<file path="src/rtl/iter_muldiv_calc_if.sv">
`default_nettype none
// +------------------------------------------------------------------+
// | iter_muldiv_calc_if : operand load / control / result bundle     |
// | Rev 1.0                                                          |
// +------------------------------------------------------------------+
interface iter_muldiv_calc_if #(
   parameter int W = 32
);
   localparam int LANES = W / 8;
   localparam int LW    = (LANES > 1) ? $clog2(LANES) : 1;
   localparam int SW    = ((2 * W / 16) > 1) ? $clog2(2 * W / 16) : 1;

   logic            load_en;
   logic            load_x;
   logic [LW-1:0]   load_lane;
   logic [7:0]      in_data;
   logic            start;
   logic            op_mul;
   logic            is_signed;
   logic            busy;
   logic            done;
   logic            div_zero;
   logic [2*W-1:0]  result;
   logic [SW-1:0]   disp_sel;
   logic [15:0]     disp_data;

   modport master (
      output load_en, load_x, load_lane, in_data, start, op_mul, is_signed, disp_sel,
      input  busy, done, div_zero, result, disp_data
   );

   modport slave (
      input  load_en, load_x, load_lane, in_data, start, op_mul, is_signed, disp_sel,
      output busy, done, div_zero, result, disp_data
   );
endinterface
`default_nettype wire

</file>
<file path="src/rtl/iter_muldiv_calc.sv">
`default_nettype none
// +------------------------------------------------------------------+
// | iter_muldiv_calc : one-bit-per-cycle shift-add mul / restoring   |
// | div core. Optional macro MULDIV_SIGNED_EN adds two's complement. |
// | Rev 1.0                                                          |
// +------------------------------------------------------------------+
module iter_muldiv_calc #(
   parameter int W = 32
) (
   input  logic               clk,
   input  logic               clear,
   iter_muldiv_calc_if.slave  bus
);
   localparam int LANES = W / 8;
   localparam int NWIN  = 2 * W / 16;
   localparam int CW    = $clog2(W + 1);

   localparam logic [0:0] S_IDLE = 1'b0;
   localparam logic [0:0] S_RUN  = 1'b1;

   logic [0:0]     state_q, state_d;
   logic [W-1:0]   x_q, x_d, y_q, y_d;
   logic [2*W-1:0] acc_q, acc_d;
   logic [W-1:0]   opnd_q, opnd_d;
   logic           op_mul_q, op_mul_d;
   logic [CW-1:0]  cnt_q, cnt_d;
   logic [2*W-1:0] result_q, result_d;
   logic           done_q, done_d;
   logic           div_zero_q, div_zero_d;

   logic           busy;
   logic           last;
   logic           take_start;
   logic [W-1:0]   mag_x, mag_y;
   logic [2*W-1:0] step, fin;
   logic [W:0]     mul_sum, div_r, div_rs;
   logic           div_ge;

   assign last       = (cnt_q == CW'(1));
   assign take_start = (state_q == S_IDLE) && bus.start;

   // acc holds {high product, remaining multiplier} for mul and
   // {partial remainder, dividend/quotient} for div.
   always_comb begin
      mul_sum = {1'b0, acc_q[2*W-1:W]} + (acc_q[0] ? {1'b0, opnd_q} : '0);
      div_r   = {acc_q[2*W-1:W], acc_q[W-1]};
      div_ge  = (div_r >= {1'b0, opnd_q});
      div_rs  = div_ge ? (div_r - {1'b0, opnd_q}) : div_r;
      step    = op_mul_q ? {mul_sum, acc_q[W-1:1]}
                         : {div_rs[W-1:0], acc_q[W-2:0], div_ge};
   end

`ifdef MULDIV_SIGNED_EN
   logic neg_a_q, neg_a_d, neg_b_q, neg_b_d;
   logic sx, sy;

   // neg_a: product / quotient sign, neg_b: remainder sign (dividend's).
   always_comb begin
      sx      = bus.is_signed & x_q[W-1];
      sy      = bus.is_signed & y_q[W-1];
      mag_x   = sx ? -x_q : x_q;
      mag_y   = sy ? -y_q : y_q;
      neg_a_d = neg_a_q;
      neg_b_d = neg_b_q;
      if (take_start) begin
         neg_a_d = bus.op_mul ? (sx ^ sy) : ((sx ^ sy) & (y_q != '0));
         neg_b_d = bus.op_mul ? 1'b0 : sx;
      end
      if (op_mul_q) begin
         fin = neg_a_q ? -step : step;
      end else begin
         fin = {(neg_b_q ? -step[2*W-1:W] : step[2*W-1:W]),
                (neg_a_q ? -step[W-1:0]   : step[W-1:0])};
      end
   end

   always_ff @(posedge clk) begin
      if (clear) begin
         neg_a_q <= 1'b0;
         neg_b_q <= 1'b0;
      end else begin
         neg_a_q <= neg_a_d;
         neg_b_q <= neg_b_d;
      end
   end
`else
   logic unused_is_signed;
   assign unused_is_signed = bus.is_signed;

   always_comb begin
      mag_x = x_q;
      mag_y = y_q;
      fin   = step;
   end
`endif

   // State register
   always_ff @(posedge clk) begin
      if (clear) state_q <= S_IDLE;
      else       state_q <= state_d;
   end

   // Next-state logic
   always_comb begin
      state_d = state_q;
      case (state_q)
         S_IDLE:  if (bus.start) state_d = S_RUN;
         S_RUN:   if (last)      state_d = S_IDLE;
         default: state_d = S_IDLE;
      endcase
   end

   // Output logic
   always_comb begin
      busy = (state_q == S_RUN);
   end

   always_comb begin
      x_d        = x_q;
      y_d        = y_q;
      acc_d      = acc_q;
      opnd_d     = opnd_q;
      op_mul_d   = op_mul_q;
      cnt_d      = cnt_q;
      result_d   = result_q;
      done_d     = 1'b0;
      div_zero_d = div_zero_q;

      if (bus.load_en && (int'(bus.load_lane) < LANES)) begin
         if (bus.load_x) x_d[{bus.load_lane, 3'b000} +: 8] = bus.in_data;
         else            y_d[{bus.load_lane, 3'b000} +: 8] = bus.in_data;
      end

      if (take_start) begin
         op_mul_d   = bus.op_mul;
         opnd_d     = bus.op_mul ? mag_x : mag_y;
         acc_d      = {{W{1'b0}}, (bus.op_mul ? mag_y : mag_x)};
         cnt_d      = CW'(W);
         div_zero_d = 1'b0;
      end else if (state_q == S_RUN) begin
         acc_d = step;
         cnt_d = cnt_q - CW'(1);
         if (last) begin
            result_d   = fin;
            done_d     = 1'b1;
            div_zero_d = !op_mul_q && (opnd_q == '0);
         end
      end
   end

   always_ff @(posedge clk) begin
      if (clear) begin
         x_q        <= '0;
         y_q        <= '0;
         acc_q      <= '0;
         opnd_q     <= '0;
         op_mul_q   <= 1'b0;
         cnt_q      <= '0;
         result_q   <= '0;
         done_q     <= 1'b0;
         div_zero_q <= 1'b0;
      end else begin
         x_q        <= x_d;
         y_q        <= y_d;
         acc_q      <= acc_d;
         opnd_q     <= opnd_d;
         op_mul_q   <= op_mul_d;
         cnt_q      <= cnt_d;
         result_q   <= result_d;
         done_q     <= done_d;
         div_zero_q <= div_zero_d;
      end
   end

   always_comb begin
      bus.disp_data = 16'h0000;
      if (int'(bus.disp_sel) < NWIN) bus.disp_data = result_q[{bus.disp_sel, 4'b0000} +: 16];
   end

   assign bus.busy     = busy;
   assign bus.done     = done_q;
   assign bus.div_zero = div_zero_q;
   assign bus.result   = result_q;
endmodule
`default_nettype wire

</file>
<file path="src/flat_wrapper.sv">
// flat-port wrapper written by rule: the top's interface ports become plain ports
module iter_muldiv_calc_flat 
#(
   parameter int W = 32
)
  (clk, clear, bus_load_en, bus_load_x, bus_load_lane, bus_in_data, bus_start, bus_op_mul, bus_is_signed, bus_disp_sel, bus_busy, bus_done, bus_div_zero, bus_result, bus_disp_data);
  iter_muldiv_calc_if #(.W(W)) bus_i ();
  input  logic clk;
  input  logic clear;
  input wire logic [$bits(bus_i.load_en)-1:0] bus_load_en;
  input wire logic [$bits(bus_i.load_x)-1:0] bus_load_x;
  input wire logic [$bits(bus_i.load_lane)-1:0] bus_load_lane;
  input wire logic [$bits(bus_i.in_data)-1:0] bus_in_data;
  input wire logic [$bits(bus_i.start)-1:0] bus_start;
  input wire logic [$bits(bus_i.op_mul)-1:0] bus_op_mul;
  input wire logic [$bits(bus_i.is_signed)-1:0] bus_is_signed;
  input wire logic [$bits(bus_i.disp_sel)-1:0] bus_disp_sel;
  output wire logic [$bits(bus_i.busy)-1:0] bus_busy;
  output wire logic [$bits(bus_i.done)-1:0] bus_done;
  output wire logic [$bits(bus_i.div_zero)-1:0] bus_div_zero;
  output wire logic [$bits(bus_i.result)-1:0] bus_result;
  output wire logic [$bits(bus_i.disp_data)-1:0] bus_disp_data;
  assign bus_i.load_en = bus_load_en;
  assign bus_i.load_x = bus_load_x;
  assign bus_i.load_lane = bus_load_lane;
  assign bus_i.in_data = bus_in_data;
  assign bus_i.start = bus_start;
  assign bus_i.op_mul = bus_op_mul;
  assign bus_i.is_signed = bus_is_signed;
  assign bus_i.disp_sel = bus_disp_sel;
  assign bus_busy = bus_i.busy;
  assign bus_done = bus_i.done;
  assign bus_div_zero = bus_i.div_zero;
  assign bus_result = bus_i.result;
  assign bus_disp_data = bus_i.disp_data;
  iter_muldiv_calc #(.W(W)) u_core (.clk(clk), .clear(clear), .bus(bus_i));
endmodule
</file>
<file path="config.mk">
export PLATFORM = sky130hd
export DESIGN_NAME = iter_muldiv_calc_flat
export DESIGN_NICKNAME = d
export VERILOG_FILES = /design/src/rtl/iter_muldiv_calc_if.sv /design/src/rtl/iter_muldiv_calc.sv /design/src/flat_wrapper.sv
export SDC_FILE = /design/constraint.sdc
export NUM_CORES = 1
export LEC_CHECK = 0
export CAP_MARGIN = 20
export CORE_MARGIN = 1
export CORE_UTILIZATION = 36
export CTS_BUF_LIST = sky130_fd_sc_hd__clkbuf_2 sky130_fd_sc_hd__clkbuf_4 sky130_fd_sc_hd__clkbuf_8
export DETAILED_ROUTE_END_ITERATION = 16
export SLEW_MARGIN = 10
export SYNTH_ARGS = -nofsm -noshare
export SYNTH_HDL_FRONTEND = slang
export SYNTH_SLANG_ARGS = --single-unit
</file>
<file path="constraint.sdc">
create_clock -name clk -period 4.2 [get_ports clk]
set_input_delay 0.63 -clock clk [delete_from_list [all_inputs] [get_ports clk]]
set_output_delay 0.63 -clock clk [all_outputs]
set_load 0.05 [all_outputs]
</file>
# [Word-level counts from Yosys, hierarchy flattened]
# Index checks and enable logic that the tools add are counted.
[op_classes] n_addsub=4 magnitude_cmp=1 eq_ne=1 shift=3 mux=15 bitwise=3 reduce_logical=11
[op_table] operator="$mux 32" count=6
[op_table] operator="$bwmux 32" count=2
[op_table] operator="$mux 64" count=1
[op_table] operator="$shiftx 64x7->16" count=1
[op_table] operator="$add 32x32->33" count=1
[op_table] operator="$ge 33x32->1" count=1
[op_table] operator="$logic_not 32->1" count=1
[op_table] operator="$shift 8x7->32 const A" count=1
[op_table] operator="$shiftx 8x7->32" count=1
[op_table] operator="$sub 32x32->32" count=1
[op_table] operator="$mux 6" count=2
[op_table] operator="$neg 5->7" count=1
[op_table] operator="$eq 6x1->1 const B" count=1
[op_table] operator="$reduce_and 2->1" count=3
[op_table] operator="$sub 6x1->6 const B" count=1
[op_table] operator="$mux 1" count=3
[op_table] operator="$not 1->1" count=3
[op_table] operator="$reduce_and 3->1" count=1
[op_table] operator="$reduce_or 3->1" count=1
[op_table] operator="$logic_and 1x1->1" count=2
[op_table] operator="$pmux 1 s2" count=1
[op_table] operator="$reduce_bool 2->1" count=1
[op_table] operator="$reduce_or 2->1" count=1
[op_table] operator="$logic_not 1->1" count=1
[totals] ff_bits=234 inputBits=19 out_inout_bits=83 wordCells=50

# [Depth between registers and ports, before layout]
[depth] ltp_word=5 ltp_mapped=14 mapped_depth_nobuf=13

# [Worst setup path before layout]
# No wires, ideal clock.
[synth_timing] path_kind="register to register" start="reg u_core.acc_q[0]" end="reg u_core.acc_q[59]" setup_ns=0.134 arrival_ns=2.955 required_time_ns=4.066 path_slack_ns=1.111 path_stages_with_launch=14 path_buffers=1 period_less_slack_ns=3.089 cell_sequence="dfxtp_1 clkbuf_1 and2_1 ha_1 fa_1 a211oi_1 nor2_1 o22ai_1 o211ai_1 a31oi_1 o21ai_0 xor2_1 mux2i_1 o22ai_1"
[synth_via] elab_chain_len=3
[synth_rtl] element="start, declared" line="iter_muldiv_calc.sv:23" source="logic [2*W-1:0] acc_q, acc_d;"
[synth_rtl] element="start signal, assigned" line="iter_muldiv_calc.sv:155" source="acc_q <= '0;"
[synth_rtl] element="start signal, assigned" line="iter_muldiv_calc.sv:165" source="acc_q <= acc_d;"
[synth_rtl] element="$mux 32" line="iter_muldiv_calc.sv:45" source="mul_sum = {1'b0, acc_q[2*W-1:W]} + (acc_q[0] ? {1'b0, opnd_q} : '0);"
[synth_rtl] element="$add 32x32->33" line="iter_muldiv_calc.sv:45"
[synth_rtl] element="$mux 64" line="iter_muldiv_calc.sv:49" source="step = op_mul_q ? {mul_sum, acc_q[W-1:1]}"
# No other way between the ends.
# A chain may end at the register's enable or synchronous reset.

# [Worst setup path after layout]
[layout_timing] start="reg u_core.opnd_q[9]" end="reg u_core.acc_q[57]"
[layout_via] elab_chain_len=3 word_cells_on_any_way=6 classes_between="2 x add/sub; 1 x order compare; 3 x mux"
[layout_rtl] element="start, declared" line="iter_muldiv_calc.sv:24" source="logic [W-1:0] opnd_q, opnd_d;"
[layout_rtl] element="start signal, assigned" line="iter_muldiv_calc.sv:166" source="opnd_q <= opnd_d;"
[layout_rtl] element="$sub 32x32->32 (tied with other cells)" line="iter_muldiv_calc.sv:48" source="div_rs = div_ge ? (div_r - {1'b0, opnd_q}) : div_r;"
[layout_rtl] element="$mux 32 / $add 32x32->33 (equally long branches)" line="iter_muldiv_calc.sv:48, iter_muldiv_calc.sv:45"
[layout_rtl] element="$mux 64 (*)" line="iter_muldiv_calc.sv:49"
# Every way passes the cells marked *; elsewhere a longest branch is shown, timed or not.

==> flow_summary_export.csv <==
group,metric,value,unit
timing,holdWs,0.460,ns
clock_network,clock_path_buffers,3,
die,initial_core_util,36.8,%
die,core-area,38900,µm²
clock_network,cts.sinks,234,
clock_network,clk_latency,0.59,ns
placed_design,dp.cells,2314,
yosys,yosys_register_bits,234,
yosys,yosysSeqAreaShare,32.7,%
detailed_routing,avgRoutedWirePerCell,21.0,µm
setup_path,required,4.62,ns
worst_hold_path,hp-class,"reg -> reg",
power,p_per_area,476,nW/µm²
setup_path,path_cells,"inv_1 -> ha_1 -> and2_1 -> nand3_1 -> a211oi_1 -> o31ai_2 -> o21ai_1 -> a31o_2 -> buf_12 -> mux2_1 -> mux2i_1 -> o22ai_1",
cells_and_area,n_antenna_cell,0,
setup_path,max_stage_delay,0.43,ns
placed_design,place_congestion,1.00,
grt,antenna_found_initial,0,
timing,timing.fmax,271,MHz
cells_and_area,areaGrowthSynthToFinish,15.4,%
die,die_x,201,µm
cells_and_area,stdcell_area,16500,µm²
yosys,synth_top_cell_area_share,32.7,%
detailed_routing,viasPerCell,5.69,
detailed_routing,wl,50.0,mm
setup_path,cp-end-kind,"flip-flop",
clock_network,cts_resized,0,
timing,hold_viol,0,
cells_and_area,fin_nets,1932,
power,peakVddDrop,0.276,mV
timing,max_slew.worst_pin.slew,1.07,ns
detailed_routing,drtPass1Iterations,5,
clock_network,tritoncts,"done",
yosys,yosysTopAreaCell,"dfxtp_1",
clock_network,clk_pin_slew_worst_paths,0.07,ns
setup_path,worstSetupPathType,"reg -> reg",
yosys,synthFlopType,"dfxtp_1",
die,dieHeight,201,µm
placed_design,placed_cell_area,15700,µm²
setup_path,start_kind,"flip-flop",
timing,period_share,88.0,%
timing,slew_violations,0,
detailed_routing,detail-route-antenna-nets,0,
timing,skew,0.0392,ns
clock_network,cts_setup_buffers,0,
timing,slew_headroom,28.5,%
yosys,synthArstFlopShare,0,%
setup_path,crit_fanout,27,
timing,setup-tns-final,0,ns
clock_network,holdBufCountCts,0,
die,io_pins,102,
yosys,synthMostInstantiatedCell,"dfxtp_1",
yosys,synth-edff-count,0,
yosys,synth_warnings,0,
grt,grt_pass1_wl,76.0,mm
yosys,syn_inst,1804,
job,drv_cap,0,
yosys,synth_common_cells,"234 x dfxtp_1, 198 x nand2_1, 198 x nor2_1, 197 x a21oi_1, 116 x a211oi_1",
setup_path,critPathSlowestCell,"dfxtp_1",
power,leakagePower,6.06,nW
timing,rsz0062_at_grt,"no",
clock_network,numCtsBuffers,42,
placed_design,io_buffers,100,
yosys,avgSynthCellArea,7.94,µm²
detailed_routing,dr_total_vias,13600,
yosys,syn_area,14300,µm²
yosys,synth.area.top_cells,"dfxtp_1 33%, mux2i_1 7.1%, a21oi_1 6.9%",
run_status,status,"finished, final reports clean",
yosys,syn_nets,1896,
grt,overflow,0,
detailed_routing,drt-initial-drc-count,1163,
die,die-area,40600,µm²
grt,grt_pass1_vias,12900,
clock_network,cts_root_buf,"clkbuf_8",
die,rows,72,
placed_design,hpwl,37.4,mm
detailed_routing,route.detailed.drc,0,
timing,finalCriticalPeriod,3.70,ns
clock_network,htreeDepth,2,
cells_and_area,stdcell_count,2384,
timing,finalSetupViolCount,0,
grt,track_usage,24.2,%
grt,grt_start_max_net_pins,180,
cells_and_area,final_layout_size_suffix_gt1_share,7.29,%
yosys,synth.distinct_cells,63,
setup_path,cp.arrival,4.12,ns
-- sequential cells by signal (all words and copies together) (netlist names) --
name	cells
u_core.bus.done	1
u_core.bus.busy	1
u_core.cnt_q	6
u_core.acc_q	64
u_core.mag_y	32
u_core.op_mul_q	1
u_core.opnd_q	32
u_core.bus.result	64
u_core.mag_x	32
u_core.bus.div_zero	1
-- cells in the final DEF, fill, tap and decap left out, drive strengths merged, types with 11 or more instances in the layout --
master         instances
buf                   32
mux2                  15
dfxtp                234
o22ai                 21
nand2                198
a21oi                197
nand4                 20
clkbuf                62
clkdlybuf4s50         97
o21ai                 57
xnor2                 24
nor2                 198
mux2i                102
nand3                 95
a31oi                 11
a21o                  12
o211ai                21
nor3                  16
and2                  42
inv                   53
ha                    71
a211oi               118
xor2                  33
mux4                  16
-- cell type report --
type / count / area, µm²
clock buffer: 62 / 766
multi-input combinational: 1381 / 8910
inverter: 52 / 195
fill: 3969 / 22400
timing repair buffer: 129 / 1230
clock inverter: 8 / 85.1
tap: 518 / 648
sequential: 234 / 4690
-- logic make-up (layout without fill, tap and decap cells) --
group	count (synthesis)	in the layout	share of synthesized area, %
xor gates and xnor gates	57	57	3.49
AOI/OAI and AO/OA	504	504	22.3
DFF	234	234	32.7
adders and majority gates	73	73	6.48
and+or+nand+nor	614	614	19.1
buffers and inverters	189	251	5.16
muxes	133	133	10.8
-- per-stage QoR --
stage	util, %	power, W	worst slack, ns
finish	42.5	0.00787	0.505
CTS	42.5	0.00788	0.560
floorplan	-	0.00473	1.11
global placement	40.3	0.00562	0.575
detailed placement	40.3	0.00564	0.589
global route	42.5	0.00828	0.259
-- path summary, 6_finish.rpt --
| path | from | endpoint | slack [ns] | cells after the start |
|---|---|---|---|---|
| worst max-delay path | u_core.opnd_q[9]$_SDFFE_PP0P_ | u_core.acc_q[57]$_SDFFE_PP0P_ | 0.50 | 12 |
| worst min-delay path | u_core.bus.div_zero$_SDFFE_PP0P_ | u_core.bus.div_zero$_SDFFE_PP0P_ | 0.46 | 2 |
| worst max register to register | u_core.opnd_q[9]$_SDFFE_PP0P_ | u_core.acc_q[57]$_SDFFE_PP0P_ | 0.50 | 12 |
| worst min register to register | u_core.bus.div_zero$_SDFFE_PP0P_ | u_core.bus.div_zero$_SDFFE_PP0P_ | 0.46 | 2 |
-- worst max-delay path: cells and delay by family (launching register included) --
kind	cells	cell delay [ns]
AOI/OAI and AO/OA	5	1.33
adders and majority gates	1	0.41
buffers and inverters	2	0.27
DFF	1	0.43
muxes	2	0.67
and+or+nand+nor	2	0.42
-- layer usage --
| metal | share of wire (%) | routed length [µm] | track usage [%] | vias to the layer above |
|---|---|---|---|---|
| li1 | - | - | - | 6589 |
| met1 | 45 | 22400 | 32.6 | 6472 |
| met2 | 47 | 23300 | 39.7 | 409 |
| met3 | 5.4 | 2690 | 2.98 | 87 |
| met4 | 3.3 | 1670 | 8.58 | 0 |
| met5 | 0 | 0 | 0 | - |
-- power breakdown --
| part | internal [W] | switching, W |
|---|---|---|
| combinational | 0.00113 | 0.00198 |
| sequential | 0.00235 | 0.000185 |
| clock | 0.00123 | 0.000994 |
Power figures use the tool's default switching activity.
